### config.mk
export PLATFORM = sky130hd
export DESIGN_NAME = frame_max_finder_flat
export DESIGN_NICKNAME = d
export VERILOG_FILES = /design/src/rtl/frame_max_if.sv /design/src/rtl/frame_max_finder.sv /design/src/flat_wrapper.sv
export SDC_FILE = /design/constraint.sdc
export NUM_CORES = 1
export LEC_CHECK = 0
export CORE_AREA = 4 4 42 63
export DETAILED_ROUTE_END_ITERATION = 10
export DIE_AREA = 0 0 46 67
export HOLD_SLACK_MARGIN = 0.12
export PLACE_DENSITY_LB_ADDON = 0.3
export RECOVER_POWER = 100
export REMOVE_ABC_BUFFERS = 1
export SLEW_MARGIN = 30
export SYNTH_ARGS = -nofsm -noshare
export SYNTH_HDL_FRONTEND = slang
export SYNTH_SLANG_ARGS = --single-unit
### constraint.sdc
create_clock -name clk -period 5.6 [get_ports clk]
set_input_delay 0.56 -clock clk [delete_from_list [all_inputs] [get_ports clk]]
set_output_delay 0.56 -clock clk [all_outputs]
set_load 0.01 [all_outputs]
### src/rtl/frame_max_if.sv
// Sample-in / result-out handshake bundle for frame_max_finder.
// The slave modport is the finder's side; master is the producer/consumer side.
interface frame_max_if #(
    parameter int DATA_W    = 8,
    parameter int FRAME_LEN = 4,
    parameter int IDX_W     = $clog2(FRAME_LEN)
);
    logic              in_valid;
    logic              in_ready;
    logic [DATA_W-1:0] in_data;
    logic              out_valid;
    logic              out_ready;
    logic [DATA_W-1:0] out_max;
    logic [IDX_W-1:0]  out_idx;

    modport slave (
        input  in_valid, in_data, out_ready,
        output in_ready, out_valid, out_max, out_idx
    );

    modport master (
        output in_valid, in_data, out_ready,
        input  in_ready, out_valid, out_max, out_idx
    );
endinterface

### src/rtl/frame_max_finder.sv
// Per-frame peak finder: groups FRAME_LEN unsigned samples and reports the
// largest one and its 0-based position, holding the result until released.
//
// state | meaning
// IDLE  | no sample of the current frame accepted yet
// ACCUM | 1 .. FRAME_LEN-1 samples of the frame accepted
// HOLD  | result presented, waiting for out_ready
module frame_max_finder #(
    parameter int DATA_W    = 8,
    parameter int FRAME_LEN = 4,
    parameter int IDX_W     = $clog2(FRAME_LEN)
) (
    input  logic          clk,
    input  logic          rst_n,
    input  logic          clear,
    frame_max_if.slave    bus
);
    typedef enum logic [1:0] {
        IDLE  = 2'd0,
        ACCUM = 2'd1,
        HOLD  = 2'd2
    } state_t;

    localparam logic [IDX_W-1:0] LAST_IDX = IDX_W'(FRAME_LEN - 1);

    state_t            state;
    logic [IDX_W-1:0]  count;
    logic [DATA_W-1:0] max_reg;
    logic [IDX_W-1:0]  idx_reg;
    logic              out_valid_reg;
    logic              accept;
    logic              release_res;

    assign bus.in_ready  = (state != HOLD) && !clear;
    assign accept        = bus.in_valid && bus.in_ready;
    assign release_res   = out_valid_reg && bus.out_ready;
    assign bus.out_valid = out_valid_reg;
    assign bus.out_max   = max_reg;
    assign bus.out_idx   = idx_reg;

    always_ff @(posedge clk or negedge rst_n) begin
        if (!rst_n) begin
            state         <= IDLE;
            count         <= '0;
            max_reg       <= '0;
            idx_reg       <= '0;
            out_valid_reg <= 1'b0;
        end else if (clear) begin
            // result registers are left alone; out_valid=0 marks them stale
            state         <= IDLE;
            count         <= '0;
            out_valid_reg <= 1'b0;
        end else begin
            case (state)
                IDLE: begin
                    if (accept) begin
                        max_reg <= bus.in_data;
                        idx_reg <= '0;
                        count   <= IDX_W'(1);
                        state   <= ACCUM;
                    end
                end
                ACCUM: begin
                    if (accept) begin
                        // strict compare keeps the earliest index on ties
                        if (bus.in_data > max_reg) begin
                            max_reg <= bus.in_data;
                            idx_reg <= count;
                        end
                        if (count == LAST_IDX) begin
                            state         <= HOLD;
                            out_valid_reg <= 1'b1;
                        end else begin
                            count <= count + IDX_W'(1);
                        end
                    end
                end
                HOLD: begin
                    if (release_res) begin
                        out_valid_reg <= 1'b0;
                        count         <= '0;
                        state         <= IDLE;
                    end
                end
                default: begin
                    state         <= IDLE;
                    count         <= '0;
                    out_valid_reg <= 1'b0;
                end
            endcase
        end
    end
endmodule

### src/flat_wrapper.sv
// flat-port wrapper written by rule: the top's interface ports become plain ports
module frame_max_finder_flat 
#(
    parameter int DATA_W    = 8,
    parameter int FRAME_LEN = 4,
    parameter int IDX_W     = $clog2(FRAME_LEN)
)
  (clk, rst_n, clear, bus_in_valid, bus_in_data, bus_out_ready, bus_in_ready, bus_out_valid, bus_out_max, bus_out_idx);
  frame_max_if #(.DATA_W(DATA_W), .FRAME_LEN(FRAME_LEN), .IDX_W(IDX_W)) bus_i ();
  input  logic clk;
  input  logic rst_n;
  input  logic clear;
  input wire logic [$bits(bus_i.in_valid)-1:0] bus_in_valid;
  input wire logic [$bits(bus_i.in_data)-1:0] bus_in_data;
  input wire logic [$bits(bus_i.out_ready)-1:0] bus_out_ready;
  output wire logic [$bits(bus_i.in_ready)-1:0] bus_in_ready;
  output wire logic [$bits(bus_i.out_valid)-1:0] bus_out_valid;
  output wire logic [$bits(bus_i.out_max)-1:0] bus_out_max;
  output wire logic [$bits(bus_i.out_idx)-1:0] bus_out_idx;
  assign bus_i.in_valid = bus_in_valid;
  assign bus_i.in_data = bus_in_data;
  assign bus_i.out_ready = bus_out_ready;
  assign bus_in_ready = bus_i.in_ready;
  assign bus_out_valid = bus_i.out_valid;
  assign bus_out_max = bus_i.out_max;
  assign bus_out_idx = bus_i.out_idx;
  frame_max_finder #(.DATA_W(DATA_W), .FRAME_LEN(FRAME_LEN), .IDX_W(IDX_W)) u_core (.clk(clk), .rst_n(rst_n), .clear(clear), .bus(bus_i));
endmodule
# Word level (Yosys, flattened, before mapping)
# Index checks and enable logic that the tools add are counted.
[word_totals]
ff_bits = 15
input_bits = 13
output_inout_bits = 12
[classes]
addsub = 1
magnitude_cmp = 1
eq_ne = 13
n_mux = 23
bitwise = 1
reduce_logical = 10
[op_table]
columns = ["op", "count"]
rows = [
  ["8-bit 2-to-1 mux", 3],
  ["2-bit 2-to-1 mux", 11],
  ["8-bit case mux with 2 select lines", 1],
  ["3-bit by 2-bit inequality test with 1-bit output (second input constant)", 4],
  ["2-bit case mux with 3 select lines", 2],
  ["4-bit AND reduction", 3],
  ["8-bit > comparator", 1],
  ["2-bit by 1-bit inequality test with 1-bit output (second input constant)", 3],
  ["5-bit AND reduction", 1],
  ["2-bit equality test (second input constant)", 2],
  ["1-bit 2-to-1 mux", 4],
  ["2-bit inequality test (second input constant)", 2],
  ["2-bit case mux with 2 select lines", 1],
  ["1-bit logical AND", 3],
  ["3-bit inequality test (second input constant)", 1],
  ["1-bit case mux with 3 select lines", 1],
  ["2-bit by 1-bit adder with 2-bit output (second input constant)", 1],
  ["2-bit by 1-bit equality test with 1-bit output (second input constant)", 1],
  ["2-bit logical NOT", 1],
  ["2-bit nonzero test", 1],
  ["1-bit logical NOT", 1],
  ["1-bit inverter", 1],
]

# Longest topological paths before layout
# Gate-level depths: netlist (run 1).
[logic_depth]
depth_word = 6
mapped_depth = 7
depth_no_buf = 7

# Worst setup path before layout (run 1)
# OpenSTA, ideal clock, no wires.
[synth_path]
path_kind = "input port to flip-flop"
start = "input bus_in_data[1]"
end = "register u_core.max_reg[0] (netlist: u_core.bus.out_max[0])"
setup_ps = 125
arrival_ps = 2197
slack_ps = 3279
stages = 6
path_buffers = 0
cell_sequence = "ha_1 -> nor2b_1 -> o211ai_1 -> a22oi_1 -> o41ai_4 -> mux2_2"
[synth_between]
elab_chain_len = 3
[synth_rtl]
columns = ["element", "line_no", "text"]
rows = [
  ["from (decl)", "flat_wrapper.sv:14", "input wire logic [$bits(bus_i.in_data)-1:0] bus_in_data;"],
  ["8-bit > comparator", "frame_max_finder.sv:66", "if (bus.in_data > max_reg) begin"],
  ["2-bit by 1-bit inequality test with 1-bit output (no line)", "-", ""],
  ["5-bit AND reduction (no line)", "-", ""],
  ["to (signal assigned)", "frame_max_finder.sv:57", "max_reg <= bus.in_data;"],
  ["to (signal assigned)", "frame_max_finder.sv:67", "max_reg <= bus.in_data;"],
  ["to (decl)", "frame_max_finder.sv:28", "logic [DATA_W-1:0] max_reg;"],
]
# Every way passes these cells.
# A chain may end at the register's enable or synchronous reset.

# Worst setup path in the final report (run 1)
[layout_path]
start = "input bus_in_data[1]"
end = "register u_core.max_reg[6] (netlist: u_core.bus.out_max[6])"
# The elaborated chain is that of the path after synthesis.

==> results.json, run 1 <==
{
  "outcome": "finished with violations",
  "violations": "max-capacitance violations, max-slew violations",
  "floorplan.initialDensity_pct": 40.65,
  "cts_tree": "yes",
  "synth_common_cells": "dfrtp_1 (15), inv_1 (12), ha_1 (9)",
  "cts-htree-levels": 1,
  "min_period_over_period_pct": 66.06,
  "cts_setup_buffers": 0,
  "syn_inst": 82,
  "min_path_type": "reg -> reg",
  "largest_reg_flops": 8,
  "required_ns": 5.77,
  "fill_cells": 210,
  "setup_viol": 0,
  "max_freq_ghz": 0.2703,
  "die_w_um": 46,
  "gp_routability_congestion": 0.8548,
  "dpl_cell_area_um2": 1145,
  "ys_seq_area_share_pct": 42.86,
  "cts_resized": 0,
  "drv_slew": 11,
  "synthesis.area_um2": 875.8,
  "endpoint_kind": "flop",
  "yosysTopAreaCell": "dfrtp_1",
  "timing.hold.ws_ns": 0.5041,
  "cts.path.max_buffers": 2,
  "clk_latency_ns": 0.28,
  "cp.arrival_ns": 3.87,
  "hold_depth": 1,
  "synth_edf_count": 0,
  "rows": 21,
  "cts_root_buf": "clkbuf_4",
  "detailed_place_hpwl_um": 1352,
  "max_cap_violations": 1,
  "synthArstFlopShare_pct": 100.0,
  "slew_headroom_pct": -32.65,
  "via_per_inst": 5.406,
  "dr.pass1.iters": 4,
  "io_buffers": 24,
  "clk_pin_slew_ns": 0.09,
  "skew_ns": 0.001169,
  "gr-total-overflow": 0,
  "synth_area_per_cell_um2": 10.68,
  "ys.flop_type": "dfrtp_1",
  "cp_max_fo": 10,
  "die_h_um": 67,
  "synth_top_area_share_pct": 42.86,
  "antenna_found_initial": 0,
  "grt_pass1_vias": 711,
  "cts_made_buffers": 3,
  "ant_nets": 0,
  "ys_types": 24,
  "vdd_drop_max_v": 0.0001948,
  "fin_setup_tns_ns": 0,
  "reg2regPathDepth": 7,
  "synth_seq_cells": 15,
  "start_kind": "input pin",
  "cellPowerDensity_nw_per_um2": 271.2,
  "nets": 133,
  "routed_wl_um": 1735,
  "core_area_um2": 2155,
  "drc": 0,
  "crit_type": "in -> reg",
  "drive_gt1_share_pct": 9.091,
  "reg2reg_slack_ns": 2.31,
  "clock-sinks": 15,
  "io_pins": 25,
  "synth_warnings": 0,
  "leakage_nw": 0.5352,
  "hold_viol": 0,
  "min_period_ns": 3.700,
  "grt_max_degree": 16,
  "final_area_um2": 1152,
  "track_usage_pct": 13.93,
  "drt_iter0_drc": 10,
  "worst_pin_slew_ns": 1.964,
  "ys_top_cells_by_area": "dfrtp_1 (43%), ha_1 (13%), mux2_2 (10%)",
  "die-area_um2": 3082,
  "via_count": 719,
  "antennaDiodeCount": 0,
  "wire_per_inst_um": 13.05,
  "holdBufCountCts": 0,
  "grt_first_pass_wirelength_um": 3084,
  "synth_most_common_cell": "dfrtp_1",
  "syn2layout_area_growth_pct": 31.57,
  "rsz0062_at_grt": "no"
}
-- metal layers --
layer  vias up  GRT usage [%]  wire (um)
met2        18          23.28        863
met1       343          15.37        721
li1        354              -          -
met3         4          3.514        103
met5         -              0          0
met4         0          7.473         46
-- stage by stage --
step	setup slack [ns]	utilization [%]	total power, mW	cells
detailed placement	2.622	53.14	0.2669	129
global route	1.610	53.48	0.3432	133
finish	1.900	53.48	0.3125	133
CTS	2.926	54.36	0.3300	133
global placement	2.658	53.14	0.2640	129
floorplan	3.279	-	0.2070	82
-- worst max-delay path, stage by stage --
cell	delay, ns
dlygate4sd3_1	0.55
ha_1	0.29
nor2b_1	0.14
o211ai_1	0.15
a22oi_1	0.12
o41ai_1	1.60
mux2_2	0.45
-- final timing paths --
check	start	endpoint
min in group asynchronous	rst_n	u_core.bus.out_max[5]$_DFFE_PN0P_
min reg2reg	u_core.bus.out_idx[1]$_DFFE_PN0P_	u_core.bus.out_idx[1]$_DFFE_PN0P_
max in group asynchronous	rst_n	u_core.bus.out_idx[1]$_DFFE_PN0P_
min	u_core.bus.out_idx[1]$_DFFE_PN0P_	u_core.bus.out_idx[1]$_DFFE_PN0P_
max	bus_in_data[1]	u_core.bus.out_max[6]$_DFFE_PN0P_
max reg2reg	u_core.bus.out_max[1]$_DFFE_PN0P_	u_core.bus.out_max[6]$_DFFE_PN0P_
-- final cells by class --
| type | count | area [um^2] | share of cell area [%] |
|---|---|---|---|
| Clock buffer | 4 | 26.28 | 2.280 |
| Inverter | 12 | 45.04 | 3.909 |
| Tap cell | 23 | 28.78 | 2.497 |
| Timing Repair Buffer | 24 | 240.2 | 20.85 |
| Sequential cell | 15 | 375.4 | 32.57 |
| Multi-Input combinational cell | 55 | 436.7 | 37.89 |
-- cells by family after synthesis --
logic type / count (synthesis) / synth area share [%]
and+or+nand+nor: 18 / 10.57
adders and majority gates: 9 / 12.86
buffers and inverters: 12 / 5.142
muxes: 9 / 11.43
AOI/OAI and AO/OA: 19 / 17.14
DFF: 15 / 42.86
-- layout by cell type (no fill, tap or decap) --
cell type        Yosys  final
dfrtp_1             15     15
mux2i_1              1      1
o41ai_1              0      1
clkbuf_4             0      3
clkbuf_1             0      1
o211ai_1             2      2
a211oi_1             1      1
a21boi_0             2      2
inv_1               12     12
or2_2                1      1
nand4b_1             1      1
nor4b_1              1      1
a22oi_1              1      1
o2bb2ai_1            1      1
ha_1                 9      9
nand2_1              6      6
a221oi_1             1      1
mux2_2               8      6
clkdlybuf4s50_1      0      8
mux2_1               0      2
o21ai_0              3      3
nor2b_1              1      1
nand3_1              2      2
o311a_1              1      1
nor2_1               3      3
dlygate4sd3_1        0     16
nand4_1              3      3
a32o_1               1      1
a21oi_1              5      5
-- power breakdown --
part	internal, mW	leakage (nW)	switching, mW
clock	0.0276	0.0150	0.0335
combinational	0.0618	0.333	0.0513
sequential	0.126	0.187	0.0124
total	0.215	0.535	0.0972
(Power assumes the default switching activity.)
==> run 2: changes to the inputs <==
==> constraint.sdc (replaced) <==
create_clock -name clk -period 3.75 [get_ports clk]
set_input_delay 0.375 -clock clk [delete_from_list [all_inputs] [get_ports clk]]
set_output_delay 0.375 -clock clk [all_outputs]
set_load 0.01 [all_outputs]
==> run 2 against run 1 <==
Clock skew is essentially flat. Sequential power grew 49%. Flip-flop and latch count is the same. Highest routed layer unchanged. Combinational power grew 55%. The run now ends clean. Register-to-register slack lost 0.93 ns. Critical path type unchanged. Core utilization grew 0.87 points. Worst setup slack lost 0.75 ns. Count of clock-buffer cells in the layout is the same.
==> results.json, run 2 (same netlist as run 1, synthesis figures left out) <==
{
  "outcome": "finished clean",
  "cp_slowest_stage_delay_ns": 0.68,
  "cts_made_buffers": 3,
  "routed_wl_um": 1727,
  "hold_depth": 1,
  "die_h_um": 67,
  "cp_max_fo": 10,
  "min_period_ns": 2.599,
  "cts_resized": 0,
  "cts_tree": "yes",
  "crit_type": "in -> reg",
  "core_area_um2": 2155,
  "r2r-start": "u_core.bus.out_max[1]$_DFFE_PN0P_",
  "cts_setup_buffers": 0,
  "p_total_mw": 0.4722,
  "floorplan.initialDensity_pct": 40.65,
  "cts.path.max_buffers": 2,
  "cts-htree-levels": 1,
  "holdBufCountCts": 0,
  "gp_routability_congestion": 0.8548,
  "vdd_drop_max_v": 0.0002947,
  "cp.buffers_inverters": 1,
  "io_buffers": 24,
  "slew_headroom_pct": 52.43,
  "mostFrequentLayoutCells": "dlygate4sd3_1 (16), dfrtp_1 (15), inv_1 (12)",
  "ant_nets": 0,
  "gr-total-overflow": 0,
  "fill_cells": 209,
  "dr.pass1.iters": 4,
  "drv_slew": 0,
  "hold_end": "u_core.bus.out_idx[1]$_DFFE_PN0P_",
  "grt_pass1_vias": 711,
  "cp.arrival_ns": 2.77,
  "antennaDiodeCount": 0,
  "track_usage_pct": 13.93,
  "crit_chain": "dlygate4sd3_1, ha_1, nor2b_1, o211ai_1, a22oi_1, o41ai_4, mux2_2",
  "reg2regPathDepth": 7,
  "io_pins": 25,
  "skew_ns": 0.001086,
  "rsz0062_at_grt": "no",
  "die_w_um": 46,
  "max_freq_ghz": 0.3848,
  "cellPowerDensity_nw_per_um2": 403.2,
  "min_period_over_period_pct": 69.30,
  "die-area_um2": 3082,
  "via_per_inst": 5.383,
  "largest_reg_flops": 8,
  "syn2layout_area_growth_pct": 33.71,
  "setup_viol": 0,
  "clk_latency_ns": 0.28,
  "drc": 0,
  "wire_per_inst_um": 12.98,
  "final_util_pct": 54.36,
  "clock-sinks": 15,
  "drive_gt1_share_pct": 11.82,
  "nets": 133,
  "clk_pin_slew_ns": 0.09,
  "cp_top_family": "compound AO/OA/AOI/OAI gates",
  "leakage_nw": 0.5405,
  "reg2reg_slack_ns": 1.38,
  "hold_viol": 0,
  "fin_setup_tns_ns": 0,
  "worst_pin_slew_ns": 0.7111,
  "max_cap_violations": 0,
  "antenna_found_initial": 0,
  "start_kind": "input pin",
  "required_ns": 3.92,
  "via_count": 716,
  "detailed_place_hpwl_um": 1352,
  "mostFrequentLayoutCell": "dlygate4sd3_1",
  "grt_first_pass_wirelength_um": 3084,
  "drt_iter0_drc": 6,
  "min_path_type": "reg -> reg",
  "r2r_end": "u_core.bus.out_max[3]$_DFFE_PN0P_",
  "endpoint_kind": "flop",
  "hp-start": "u_core.bus.out_idx[1]$_DFFE_PN0P_",
  "cpMaxStageDelayCell": "o41ai_4",
  "cts_root_buf": "clkbuf_4",
  "rows": 21,
  "grt_max_degree": 16
}
[run 2: cell counts in the layout (fill, tap and decap cells not counted)]
Identical to the previous run, type by type.
[run 2: layout make-up]
type	instances	area (um^2)	area share, %
Tap cell	23	28.78	2.457
Timing Repair Buffer	24	240.2	20.51
Sequential cell	15	375.4	32.05
Multi-Input combinational cell	55	455.4	38.89
Clock buffer	4	26.28	2.244
Inverter	12	45.04	3.846
[run 2: per-stage QoR]
| step | hold WS (ns) | instances | worst slack, ns | instance area, um^2 |
|---|---|---|---|---|
| detailed placement | 0.4885 | 129 | 0.9566 | 1145 |
| global route | 0.5238 | 133 | 1.020 | 1171 |
| floorplan | 0.07941 | 82 | 1.532 | 875.8 |
| finish | 0.5134 | 133 | 1.151 | 1171 |
| global placement | 0.4870 | 129 | 0.9930 | 1145 |
| CTS | 0.5092 | 133 | 1.261 | 1171 |
[run 2: worst max-delay path by stage]
stage,depth (start not counted),endpoint,from,slack [ns]
after floorplan,7,u_core.bus.out_max[0]$_DFFE_PN0P_,u_core.bus.out_max[1]$_DFFE_PN0P_,1.53
after global placement,7,u_core.bus.out_max[6]$_DFFE_PN0P_,bus_in_data[1],0.99
after detailed placement,7,u_core.bus.out_max[3]$_DFFE_PN0P_,bus_in_data[1],0.96
after CTS,7,u_core.bus.out_max[3]$_DFFE_PN0P_,bus_in_data[1],1.26
after global routing,7,u_core.bus.out_max[1]$_DFFE_PN0P_,bus_in_data[1],1.02
final,7,u_core.bus.out_max[3]$_DFFE_PN0P_,bus_in_data[1],1.15
[run 2: layer usage]
metal / track usage (%) / wire length (um)
met1: 15.37 / 702
met2: 23.28 / 878
met3: 3.514 / 99
met4: 7.473 / 46
met5: 0 / 0
[run 2: power breakdown]
part / internal (mW) / switching, mW
Combinational: 0.0945 / 0.0801
Clock: 0.0413 / 0.0499
Sequential: 0.188 / 0.0185
